`src/rtl/reg_file_2r1w.sv`:
```
// 2-read / 1-write register file: r0 reads as zero, the stack pointer resets to SP_INIT.
// Optional same-cycle write forwarding on the read ports: REG_FILE_WRITE_BYPASS_EN.
module reg_file_2r1w #(
  parameter int                 DATA_W  = 32,
  parameter int                 ADDR_W  = 5,
  parameter int                 SP_IDX  = 29,
  parameter logic [DATA_W-1:0]  SP_INIT = DATA_W'(128)
) (
  input  logic              clk_i,
  input  logic              rst_i,
  input  logic [ADDR_W-1:0] RSaddr_i,
  input  logic [ADDR_W-1:0] RTaddr_i,
  input  logic [ADDR_W-1:0] RDaddr_i,
  input  logic [DATA_W-1:0] RDdata_i,
  input  logic              RegWrite_i,
  output logic [DATA_W-1:0] RSdata_o,
  output logic [DATA_W-1:0] RTdata_o,
  output logic              wr_ack_o,
  output logic [15:0]       wr_cnt_o
);

  localparam int DEPTH = 2**ADDR_W;

  logic [DATA_W-1:0] regs_q [DEPTH];
  logic              commit;
  logic              wr_ack_q, wr_ack_d;
  logic [15:0]       wr_cnt_q, wr_cnt_d;

  // Writes to r0 are dropped entirely and do not count as committed.
  assign commit = RegWrite_i && !rst_i && (RDaddr_i != '0);

  always_ff @(posedge clk_i) begin
    if (rst_i) begin
      for (int i = 0; i < DEPTH; i++) begin
        regs_q[i] <= (i == SP_IDX) ? SP_INIT : '0;
      end
    end else if (commit) begin
      regs_q[RDaddr_i] <= RDdata_i;
    end
  end

  logic [ADDR_W-1:0] rd_addr [2];
  logic [DATA_W-1:0] rd_data [2];

  assign rd_addr[0] = RSaddr_i;
  assign rd_addr[1] = RTaddr_i;

  for (genvar gi = 0; gi < 2; gi++) begin : g_rport
    logic bypass_hit;
`ifdef REG_FILE_WRITE_BYPASS_EN
    assign bypass_hit = commit && (rd_addr[gi] == RDaddr_i);
`else
    assign bypass_hit = 1'b0;
`endif
    assign rd_data[gi] = (rd_addr[gi] == '0) ? '0 :
                         bypass_hit          ? RDdata_i :
                                               regs_q[rd_addr[gi]];
  end

  assign RSdata_o = rd_data[0];
  assign RTdata_o = rd_data[1];

  always_comb begin
    wr_ack_d = commit;
    wr_cnt_d = commit ? wr_cnt_q + 16'd1 : wr_cnt_q;
  end

  always_ff @(posedge clk_i) begin
    if (rst_i) begin
      wr_ack_q <= 1'b0;
      wr_cnt_q <= '0;
    end else begin
      wr_ack_q <= wr_ack_d;
      wr_cnt_q <= wr_cnt_d;
    end
  end

  assign wr_ack_o = wr_ack_q;
  assign wr_cnt_o = wr_cnt_q;

endmodule

```
`config.mk`:
```
export PLATFORM = sky130hd
export DESIGN_NAME = reg_file_2r1w
export DESIGN_NICKNAME = d
export VERILOG_FILES = /design/src/rtl/reg_file_2r1w.sv
export SDC_FILE = /design/constraint.sdc
export NUM_CORES = 2
export LEC_CHECK = 0
export CAP_MARGIN = 0
export CORE_MARGIN = 10
export CORE_UTILIZATION = 30
export CTS_BUF_LIST = sky130_fd_sc_hd__clkbuf_8 sky130_fd_sc_hd__clkbuf_16
export CTS_CLUSTER_SIZE = 10
export DETAILED_ROUTE_END_ITERATION = 16
export GPL_TIMING_DRIVEN = 0
export SYNTH_ARGS = -nofsm -noshare
export SYNTH_HDL_FRONTEND = slang
export SYNTH_SLANG_ARGS = --single-unit
```
`constraint.sdc`:
```
create_clock -name clk_i -period 3.5 [get_ports clk_i]
set_input_delay 0.875 -clock clk_i [delete_from_list [all_inputs] [get_ports clk_i]]
set_output_delay 0.875 -clock clk_i [all_outputs]
set_load 0.05 [all_outputs]
```
==> flow_metrics.tcl <==
set metrics [dict create \
    grt_max_degree 33 \
    critical_path_class "input port to output pin" \
    arrival_ns 2.84 \
    layout_commonest_cell "edfxtp_1" \
    avgRoutedWirePerCell_um 36.0 \
    syn-cell-area_mm2 0.0554 \
    outcome "finished, violations left" \
    crit_fanout 8 \
    violations "setup timing" \
    cts-root-buf "clkbuf_16" \
    endpoint_kind "output pin" \
    fin_crit_sh_pct 106 \
    critPathMaxStageDelay_ns 0.42 \
    cts_tree "done" \
    worstPathCellList "buf_16 > clkinvlp_4 > buf_12 > buf_16 > nor2_4 > buf_6 > buf_12 > a22oi_2 > a311oi_4 > buf_6" \
    min_period_ns 3.72 \
    powerDensity_mw_per_mm2 445 \
    use_met3_pct 6.68 \
    seq_area_frac_synth_pct 56.1 \
    top_usage_layer "met2" \
    grt.met1_usage_pct 28.9 \
    peakVddDrop_mv 0.349 \
    rsz0062_at_grt "yes" \
    antenna_found_initial 6 \
    cts.path.max_buffers 3 \
    fmax_mhz 269 \
    synth_top_area_share_pct 55.5 \
    final_cell_mix "edfxtp_1 (1024), and2_1 (993), mux4_2 (448)" \
    num-nets-final 4218 \
    clk_pin_slew_worst_paths_ns 0.06 \
    fillers 16770 \
    synth-seq-cells 1041 \
    syn_area_per_cell_um2 14.9 \
    clk_latency_ns 0.73 \
    tightest_slew_ns 1.34 \
    hold_viol_final 0 \
    syn_to_final_growth_pct 29.8 \
    grt.total_usage_pct 22.5 \
    postLayoutCellArea_mm2 0.0719 \
    grt_pass1_vias 38810 \
    yosys-top-cells-area "edfxtp_1 (55%), mux4_2 (18%), and2_1 (11%)" \
    port_buffers 118 \
    std_cell_rows 157 \
    synthArstFlopShare_pct 0 \
    netlist_instances 3716 \
    synth-main-ff-cell "edfxtp_1" \
    drcViolationCount 0 \
    p_leak_nw 24.2 \
    drv_slew 0 \
    fin_skew_ns 0.00431 \
    vias_per_cell 5.92 \
    tns_ns -22.26 \
    routed_wl_um 240000 \
    pin_count 131 \
    hpwl_um 153000 \
    postPlaceCellArea_mm2 0.0609 \
    gr-total-overflow 0 \
    numClockSinks 1041 \
    critPathSlowestCell "a311oi_4" \
    setup_ws_ns -0.219 \
    met2_usage_pct 33.4 \
    yosys_warnings 0 \
    vias 39472 \
    synth_edf_count 1024 \
    initial_core_util_pct 30.2 \
    setup_viol 405 \
    synth_cell_type_count 55 \
    synth_largest_area_cell "edfxtp_1" \
    place_congestion 0.921 \
    cts_inserted_buffers 117 \
    grt_pass1_wl_um 321000 \
    drive_gt1_share_pct 36.7 \
    die_w_um 450 \
    required_ns 2.62 \
    die-area_mm2 0.202 \
    coreArea_mm2 0.183 \
    postCtsHoldBufs 0 \
    die_h_um 450 \
    maxCapViolCount 0 \
    cp-start-kind "input port" \
    max-slew-margin-rel_pct 10.4 \
    firstDrtPassIters 6 \
    cts-htree-levels 3 \
    drtIter0Drc 6422 \
    ant_nets 0 \
    power_mw 32.0 \
    hold_class "flop to flop" \
]
-- flip-flops by register name, summed over array words and instances (netlist names) --
| signal | flops |
|---|---|
| wr_cnt_o | 16 |
| wr_ack_o | 1 |
| regs_q | 1024 |
-- worst max-delay path, delay by kind of cell --
family / cells / cell delay (ns)
buf+inv: 7 / 1.14
compound gates: 2 / 0.56
simple gates: 1 / 0.24
-- final cells by class --
class                           count  area (um^2)  share of cell area, %
Antenna cell                        3         7.51                 0.0104
Buffer                            400         4070                   5.66
Clock buffer                      122         3050                   4.24
Clock inverter                     36          169                  0.235
Inverter                            4         21.3                 0.0296
Multi-Input combinational cell   2317        26800                   37.2
Sequential cell                  1041        31100                   43.2
Tap cell                         2464         3080                   4.29
Timing Repair Buffer              286         3650                   5.07
-- worst paths after layout --
| path | end | depth (start not counted) | slack [ns] | from |
|---|---|---|---|---|
| min reg2reg | wr_cnt_o[15] | 2 | 0.48 | wr_cnt_o[15] |
| min | wr_cnt_o[15] | 2 | 0.48 | wr_cnt_o[15] |
| max reg2reg | wr_cnt_o[12] | 5 | 1.56 | wr_cnt_o[4] |
| max | RSdata_o[11] | 10 | -0.22 | RSaddr_i[0] |
-- through the flow --
| stage | hold slack, ns | util (%) | std cells | worst slack (ns) |
|---|---|---|---|---|
| final | 0.480 | 39.2 | 6673 | -0.219 |
| after global routing | 0.504 | 39.2 | 6670 | -0.187 |
| after CTS | 0.478 | 38.7 | 6624 | -0.212 |
| after detailed placement | 0.467 | 33.2 | 6330 | -2.84 |
| after global placement | 0.473 | 33.2 | 6329 | -2.88 |
| after floorplan | 0.696 | - | 3747 | -0.114 |
-- where the power goes --
part / internal [mW] / total [mW] / switching, mW
Combinational: 2.47 / 6.01 / 3.54
Sequential: 14.4 / 14.7 / 0.357
Clock: 6.10 / 11.3 / 5.16
Total: 22.9 / 32.0 / 9.06
-- kinds of logic (layout without fill, tap and decap cells) --
logic type | Yosys count | count (layout) | share of synthesized area (%)
AO/OA/AOI/OAI | 399 | 399 | 5.15
XOR/XNOR | 3 | 3 | 0.0474
adder cells (fa/ha/maj) | 1 | 1 | 0.0226
buffers and inverters | 410 | 848 | 3.23
flip-flops | 1041 | 1041 | 56.1
multiplexers | 641 | 641 | 21.8
other | 1 | 35 | 0.00677
AND/OR/NAND/NOR | 1220 | 1241 | 13.6
-- synthesized netlist by cell type (3+ instances only) --
library cell	instances
a21oi_1	12
a311oi_1	64
nor2b_1	68
o31ai_1	3
nor2_1	32
a221oi_1	49
clkbuf_1	287
o2111ai_1	15
o21ai_0	112
buf_1	3
or3_1	7
nand3b_1	3
mux4_2	448
or2_2	33
inv_1	4
buf_4	36
nand2b_1	4
nand3_1	6
mux2i_1	129
nor3_2	10
nand4_1	4
edfxtp_1	1024
and2_1	995
nand2_1	39
o21ai_1	10
buf_2	75
a22oi_1	64
a211oi_1	65
mux2_2	64
dfxtp_1	17
-- metal layers --
metal	up-vias	routed length, um
li1	15261	-
met1	20324	87000
met2	3270	104000
met3	615	31400
met4	2	17300
met5	-	10
-- what timing repair did --
action,4_1_cts,5_1_grt
resized for setup,1632,133
cloned,34,17
setup buffers,108,34
endpoints found under the setup margin,1178,975
pin swaps,141,94
No activity file was read; power rests on OpenSTA's default activity.
